$ cat config.mk
export PLATFORM = sky130hd
export DESIGN_NAME = memory_arbiter
export DESIGN_NICKNAME = d
export VERILOG_FILES = /design/src/rtl/cpu_types_pkg.sv /design/src/rtl/starve_counter.sv /design/src/rtl/memory_arbiter.sv
export SDC_FILE = /design/constraint.sdc
export NUM_CORES = 1
export LEC_CHECK = 0
export ABC_CLOCK_PERIOD_IN_PS = 1800
export CAP_MARGIN = 10
export CORE_AREA = 2 2 105 107
export DETAILED_ROUTE_END_ITERATION = 10
export DIE_AREA = 0 0 107 109
export PLACE_DENSITY = 0.58
export SETUP_SLACK_MARGIN = 0.05
export SLEW_MARGIN = 20
export SYNTH_ARGS = -nofsm -noshare
export SYNTH_HDL_FRONTEND = slang
export SYNTH_SLANG_ARGS = --single-unit
$ cat constraint.sdc
create_clock -name CLK -period 1.8 [get_ports CLK]
set_input_delay 0.18 -clock CLK [delete_from_list [all_inputs] [get_ports CLK]]
set_output_delay 0.18 -clock CLK [all_outputs]
set_load 0.1 [all_outputs]
$ cat src/rtl/cpu_types_pkg.sv
// Shared CPU types: word, RAM handshake state and memory arbiter FSM states.
package cpu_types_pkg;
  typedef logic [31:0] word_t;

  typedef enum logic [1:0] {
    FREE   = 2'd0,
    BUSY   = 2'd1,
    ACCESS = 2'd2,
    ERROR  = 2'd3
  } ramstate_t;

  typedef enum logic [1:0] {
    IDLE    = 2'd0,
    GRANT_I = 2'd1,
    GRANT_D = 2'd2
  } arb_state_t;

  function automatic logic ram_done(input ramstate_t rs);
    return (rs == ACCESS) || (rs == ERROR);
  endfunction
endpackage

$ cat src/rtl/starve_counter.sv
// Saturating streak counter: clr wins over inc; sat is high once count reaches LIMIT.
module starve_counter #(
  parameter int LIMIT = 4
) (
  input  logic CLK,
  input  logic nRST,
  input  logic inc,
  input  logic clr,
  output logic sat
);
  localparam logic [3:0] LIM = 4'(LIMIT);

  logic [3:0] count;

  always_ff @(posedge CLK or negedge nRST) begin
    if (!nRST)
      count <= '0;
    else if (clr)
      count <= '0;
    else if (inc && !sat)
      count <= count + 4'd1;
  end

  assign sat = (count == LIM);
endmodule

$ cat src/rtl/memory_arbiter.sv
// Grants the single-port RAM to data (priority) or instruction requests, one
// transaction at a time, with a streak bound that guarantees fetches progress.
module memory_arbiter
  import cpu_types_pkg::*;
#(
  parameter int STARVE_LIMIT = 4
) (
  input  logic      CLK,
  input  logic      nRST,
  input  logic      iREN,
  input  word_t     iaddr,
  input  logic      dREN,
  input  logic      dWEN,
  input  word_t     daddr,
  input  word_t     dstore,
  output logic      iwait,
  output logic      dwait,
  output word_t     iload,
  output word_t     dload,
  output logic      ramREN,
  output logic      ramWEN,
  output word_t     ramaddr,
  output word_t     ramstore,
  input  word_t     ramload,
  input  ramstate_t ramstate,
  output logic      merr
);
  arb_state_t state, next_state;
  logic       dreq, done, starved, streak_inc, streak_clr;

  assign dreq  = dREN | dWEN;
  assign done  = ram_done(ramstate);
  assign iload = ramload;
  assign dload = ramload;

  starve_counter #(.LIMIT(STARVE_LIMIT)) u_streak (
    .CLK  (CLK),
    .nRST (nRST),
    .inc  (streak_inc),
    .clr  (streak_clr),
    .sat  (starved)
  );

  always_ff @(posedge CLK or negedge nRST) begin
    if (!nRST)
      state <= IDLE;
    else
      state <= next_state;
  end

  always_comb begin
    next_state = state;
    ramREN     = 1'b0;
    ramWEN     = 1'b0;
    ramaddr    = '0;
    ramstore   = '0;
    iwait      = 1'b1;
    dwait      = 1'b1;
    merr       = 1'b0;
    streak_inc = 1'b0;
    streak_clr = 1'b0;
    unique case (state)
      IDLE: begin
        if (iREN && starved)
          next_state = GRANT_I;
        else if (dreq)
          next_state = GRANT_D;
        else if (iREN)
          next_state = GRANT_I;
      end
      GRANT_I: begin
        if (!iREN) begin
          next_state = IDLE;
        end else begin
          ramREN  = 1'b1;
          ramaddr = iaddr;
          if (done) begin
            iwait      = 1'b0;
            merr       = (ramstate == ERROR);
            streak_clr = 1'b1;
            next_state = IDLE;
          end
        end
      end
      GRANT_D: begin
        if (!dreq) begin
          next_state = IDLE;
        end else begin
          // a simultaneous read+write is treated as a write
          ramWEN   = dWEN;
          ramREN   = dREN & ~dWEN;
          ramaddr  = daddr;
          ramstore = dstore;
          if (done) begin
            dwait      = 1'b0;
            merr       = (ramstate == ERROR);
            streak_inc = iREN;
            streak_clr = ~iREN;
            next_state = IDLE;
          end
        end
      end
      default: next_state = IDLE;
    endcase
  end
endmodule

==> results of run 1 <==
[final cells by class]
class	count	share of cell area, %
repair buffers	192	58.89
multi-input cells	138	32.62
well taps	140	3.787
flip-flops and latches	6	3.246
clock buffers	3	0.8926
inverters	7	0.5680
[registers in the layout (all words and copies together), names as in the netlist]
| name | cells |
|---|---|
| state | 2 |
| u_streak.count | 4 |
[cell families after synthesis]
family | Yosys count | share of synthesized area (%)
AND/OR/NAND/NOR | 88 | 31.38
AO/OA/AOI/OAI | 40 | 18.51
adder cells (fa/ha/maj) | 6 | 4.515
multiplexers | 2 | 1.204
flip-flops | 6 | 9.029
XOR/XNOR | 2 | 1.054
buffers and inverters | 86 | 34.31
[how the worst min path moves through the flow]
stage / from / to / slack, ns / depth (start not counted)
after global placement: ramload[10] / dload[10] / 0.36 / 0
after CTS: nRST / u_streak.count[3]$_DFFE_PN0P_ / 0.20 / 1
after detailed placement: ramload[10] / dload[10] / 0.36 / 0
final: nRST / u_streak.count[3]$_DFFE_PN0P_ / 0.20 / 1
after floorplan: nRST / state[0]$_DFFE_PN0P_ / -0.12 / 0
after global routing: nRST / u_streak.count[0]$_DFFE_PN0P_ / 0.21 / 1
[metrics by stage]
step	setup WS, ns	util [%]
floorplan	-0.2008	-
global placement	0.02889	39.77
global route	-0.1299	43.63
detailed placement	0.009256	39.77
CTS	-0.08680	43.26
finish	-0.07797	43.63
[power by group]
group          total (µW)  switching, µW  internal [µW]
Combinational        6590           3800           2790
Clock                 193           50.3            143
Sequential            213           38.4            175
Total                7000           3890           3110
[critical path, stage by stage (launching register included)]
cell,delay (ns)
dfrtp_1,0.38
buf_4,0.16
ha_4,0.16
o21a_4,0.15
buf_4,0.16
buf_16,0.14
and2_4,0.16
buf_12,0.16
[cells in the final DEF (no fill, tap or decap), drive strengths merged]
master         Yosys  routed
a21oi              2       2
a22o               1       1
a22oi             32      32
a31oi              1       1
a32o               1       1
and2              33      33
and3b              1       1
buf               70      89
clkbuf             9       4
clkdlybuf4s50      0     102
dfrtp              6       6
ha                 6       6
inv                7       7
mux2i              2       2
nand2              6       6
nand4              1       1
nor2               7       7
nor2b             33      33
nor3               3       3
nor3b              2       2
o211ai             1       1
o21a               1       1
o31ai              1       1
or2                1       1
or3b               1       1
xnor2              2       2
[metal layers]
| metal | vias up | GRT usage (%) | wire, µm |
|---|---|---|---|
| met2 | 114 | 26.80 | 4711 |
| met3 | 4 | 2.989 | 689 |
| met4 | 0 | 1.670 | 8 |
| met5 | - | 0 | 0 |
| met1 | 926 | 13.46 | 2793 |
| li1 | 930 | - | - |
[timing repair]
item | in CTS | in global routing
gates cloned | 4 | 1
gates resized for setup | 42 | 3
setup endpoints to repair | 66 | 72
pin swaps | 17 | 14
setup buffers | 4 | 1
==> run_results.csv, run 1 <==
group,metric,value,unit
run_status,status,"complete, but fails checks",
run_status,violations,"negative setup slack",
hold_path,hold_path.class,"in -> async",
setup_path,cp_max_fo,14,
die,fp.dieArea,11660,µm²
synth,synthFlopType,"dfrtp_1",
timing,clock.fmax,0.5325,GHz
grt,grt_pass1_vias,2138,
setup_path,critPathArrivalTime,1.70,ns
place,io_buffers,171,
synth,ys.warnings.count,0,
timing,tns,-3.097,ns
place,dp_hpwl,6.229,mm
clocking,cts_sinks,6,
grt,overflow,0,
timing,whs,0.2027,ns
synth,yosysMostFrequentCell,"buf_4",
power,power_per_cell_area,1513,nW/µm²
timing,worst_pin_slew,0.3082,ns
die,coreArea,10600,µm²
layout,fill_cells,977,
clocking,clk_latency,0.22,ns
synth,ys_seq_elements,6,
drt,first_pass_iters,4,
layout,nets,489,
setup_path,worstReg2RegEnd,"state[0]$_DFFE_PN0P_",
clocking,cts_inserted_buffers,3,
place,place_area,4217,µm²
drt,ant_nets,0,
place,gp_congestion,0.7739,
clocking,cts-root-buf,"clkbuf_8",
power,max-vdd-ir-drop,0.8038,mV
synth,syn_area,1663,µm²
layout,multi_input_area,1509,µm²
timing,hold_violations,0,
power,power,6997,µW
synth,yosysUniqueCellTypes,26,
setup_path,reg2reg_slack,0.10,ns
power,p_leak,0.001796,µW
setup_path,critPathCapture,"ramstore[20]",
timing,period_share,104.3,%
run,max-cap-violations,0,
clocking,hold_buffers,0,
drt,wire_per_inst,16.88,µm
synth,synth_top_area_share,28.89,%
timing,max_slew_margin,79.41,%
layout,regArea,150.1,µm²
timing,rsz0062_at_grt,"yes",
setup_path,reg2reg_from,"state[1]$_DFFE_PN0P_",
place,dpl.cell_count,473,
synth,yosysTopAreaCell,"buf_4",
grt,grt_start_max_net_pins,34,
timing,drv_slew,0,
setup_path,rr_worst_depth,8,
setup_path,crit_start,"state[1]$_DFFE_PN0P_",
drt,routed_wl,8.202,mm
synth,synthTopCellsByCount,"64 x buf_4, 33 x and2_1, 33 x nor2b_1, 32 x a22oi_1, 9 x clkbuf_1",
drt,first_iter_violations,133,
grt,antenna_found_initial,0,
timing,timing.final.ws_setup,-0.07797,ns
synth,synthTopCellsByArea,"buf_4 29%, a22oi_1 14%, and2_1 12%",
layout,final_cell_count_no_fill,486,
synth,synth_area_per_cell,7.230,µm²
synth,netlist_instances,230,
timing,setup_violations,60,
synth,ys_seq_area_share,9.029,%
layout,drive_gt1_share,58.38,%
synth,syn-num-nets,371,
layout,final_area,4626,µm²
setup_path,cp-start-kind,"flop",
grt,grt.total_usage,12.97,%
die,die_x,107,µm
drt,drc_errors,0,
die,ios,268,
drt,post_drt_via_cell_ratio,4.062,
drt,dr_total_vias,1974,
clocking,h-tree-depth,1,
synth,async_reset_ff_share,100.0,%
die,die_y,109,µm
layout,antenna_cells,0,
clocking,cts_tree,"done",
clocking,clkTransAtPathRegs,0.03,ns
setup_path,critPathKind,"reg -> out",
setup_path,crit_path_end_kind,"output pin",
die,start_util,15.68,%
timing,fin_crit,1.878,ns
clocking,cts_max_path_buffers,2,
synth,synth_edf_count,0,
die,rows,38,
layout,area_growth_syn_to_layout,178.2,%
timing,skew,0.002186,ns
grt,grt_pass1_wl,11.98,mm
setup_path,required,1.62,ns
(Power assumes the default switching activity.)
==> run 2: changes to the inputs <==
- ABC_CLOCK_PERIOD_IN_PS: 1800 -> 2200
- CORE_AREA: 2 2 105 107 -> 2 2 103 105
- DIE_AREA: 0 0 107 109 -> 0 0 105 107
- PLACE_DENSITY: 0.58 -> 0.6
- clock period: 1.8 -> 2.2 ns (I/O delays scaled with it)
==> run 2 against run 1 <==
  * The run now ends clean
  * Die area is 3.7% lower
  * Combinational power is 26% lower
  * Power is 25% lower
  * Worst setup slack better by 0.20 ns
  * Final area is 10% lower
  * Largest power group unchanged
==> run_results.csv, run 2 (synthesis results as in run 1) <==
group,metric,value,unit
setup_path,critPathKind,"reg -> out",
die,die_x,105,µm
setup_path,required,1.98,ns
place,dp_hpwl,6.237,mm
power,p_leak,0.001626,µW
drt,wire_per_inst,15.55,µm
clocking,cts-root-buf,"clkbuf_8",
die,die_y,107,µm
timing,clock.fmax,0.4804,GHz
timing,rsz0062_at_grt,"yes",
place,pre_cts_ws,0.2096,ns
drt,post_drt_via_cell_ratio,4.098,
layout,largest_reg_flops,4,
die,ios,268,
setup_path,rr_worst_depth,6,
setup_path,cp-start-kind,"flop",
clocking,cts_max_path_buffers,2,
place,io_buffers,171,
drt,ant_nets,0,
grt,grt.total_usage,11.90,%
power,pwr-share-clk,3.1,%
clocking,h-tree-depth,1,
layout,fill_cells,997,
run_status,status,"finished, final reports clean",
timing,hold_violations,0,
layout,area_growth_syn_to_layout,149.7,%
grt,grt_pass1_wl,10.71,mm
power,switching_share,57.52,%
drt,routed_wl,7.295,mm
drt,drc_errors,0,
power,p_int,2217,µW
grt,grt_pass1_vias,1975,
layout,drive_gt1_share,46.25,%
power,power_per_cell_area,1257,nW/µm²
layout,final_common_cell,"clkdlybuf4s50_1",
clocking,cts_sinks,6,
power,power_frac_comb,93.5,%
timing,skew,0.001966,ns
setup_path,critPathArrivalTime,1.86,ns
power,pwr-share-seq,3.4,%
die,start_util,16.48,%
timing,fin_crit,2.082,ns
timing,drv_slew,0,
clocking,clk_latency,0.22,ns
clocking,cts_tree,"done",
drt,first_iter_violations,92,
timing,timing.final.ws_setup,0.1182,ns
layout,antenna_cells,0,
die,coreArea,10090,µm²
clocking,cts_inserted_buffers,3,
power,max-vdd-ir-drop,0.7366,mV
grt,grt_start_max_net_pins,36,
clocking,clkTransAtPathRegs,0.04,ns
grt,overflow,0,
die,fp.dieArea,11240,µm²
setup_path,crit_path_end_kind,"output pin",
place,gp_congestion,0.7341,
drt,first_pass_iters,4,
layout,largest-register,"u_streak.count",
timing,setup_violations,0,
timing,max_slew_margin,76.58,%
timing,worst_pin_slew,0.3500,ns
drt,dr_total_vias,1922,
grt,antenna_found_initial,0,
hold_path,hold_path.class,"in -> async",
layout,top_regs,"u_streak.count x4, state x2",
layout,mostFrequentLayoutCells,"102 x clkdlybuf4s50_1, 72 x buf_12, 31 x and2_2",
setup_path,cp_max_fo,16,
clocking,postCtsSetupRepairBufs,0,
power,p_sw,3002,µW
die,rows,37,
timing,period_share,94.63,%
timing,whs,0.2403,ns
layout,nets,476,
run,max-cap-violations,0,
==> run 2: cell count changes in the layout (fill, tap and decap cells not counted), sizes merged <==
cell / before / now
buf: 89 / 76
==> run 2: cell type report <==
cell class,instances,area [µm²],share of cell area (%)
Inverter,7,26.28,0.6329
Timing Repair Buffer,179,2517,60.64
Sequential cell,6,150.1,3.617
Multi-Input combinational cell,138,1246,30.02
Tap cell,136,170.2,4.099
Clock buffer,3,41.29,0.9946
==> run 2: final timing paths <==
path / from / slack (ns) / endpoint
setup / recovery: state[0]$_DFFE_PN0P_ / 0.12 / merr
min in group CLK: ramload[22] / 0.44 / dload[22]
setup reg to reg: state[0]$_DFFE_PN0P_ / 0.45 / u_streak.count[2]$_DFFE_PN0P_
max in group asynchronous: nRST / 1.74 / state[1]$_DFFE_PN0P_
hold / removal: nRST / 0.24 / u_streak.count[0]$_DFFE_PN0P_
hold reg to reg: u_streak.count[3]$_DFFE_PN0P_ / 0.54 / u_streak.count[3]$_DFFE_PN0P_
==> run 2: through the flow <==
stage	utilization (%)	power, µW	instance area, µm²	TNS [ns]	std cells
2_1_floorplan	-	3845	1941	-0.4421	230
3_3_place_gp	40.23	5008	4060	0	465
3_5_place_dp	40.23	5037	4060	0	465
4_1_cts	40.66	5210	4104	0	468
5_1_grt	41.14	5409	4151	-0.006661	469
6_report	41.14	5219	4151	0	469
==> run 2: critical path: stages (launching register included) <==
cell	delay [ns]
dfrtp_1	0.40
inv_1	0.10
ha_2	0.23
o21a_4	0.20
buf_12	0.16
a21oi_1	0.06
nor3b_2	0.28
buf_12	0.21
==> run 2: power groups by stage <==
stage,logic [µW],registers (µW),clock network [µW]
global placement,4840,173,0
finish,4880,176,163
CTS,4870,176,165
detailed placement,4860,177,0
floorplan,3680,168,0
global route,5050,182,175
==> run 2: routing by layer <==
layer	up-vias	share of wire [%]	GRT usage [%]	wire, µm
met4	0	4.8	6.667	350
li1	903	-	-	-
met2	107	51	21.20	3715
met5	-	0	0	0
met3	39	9.2	2.796	672
met1	873	35	12.97	2556
==> run 2: what timing repair did <==
action	in CTS	in global routing
endpoints found under the setup margin	1	23
hold buffers	0	0
pin swaps	1	1
gates resized for setup	1	5
cloned	0	1
hold endpoints to repair	0	0
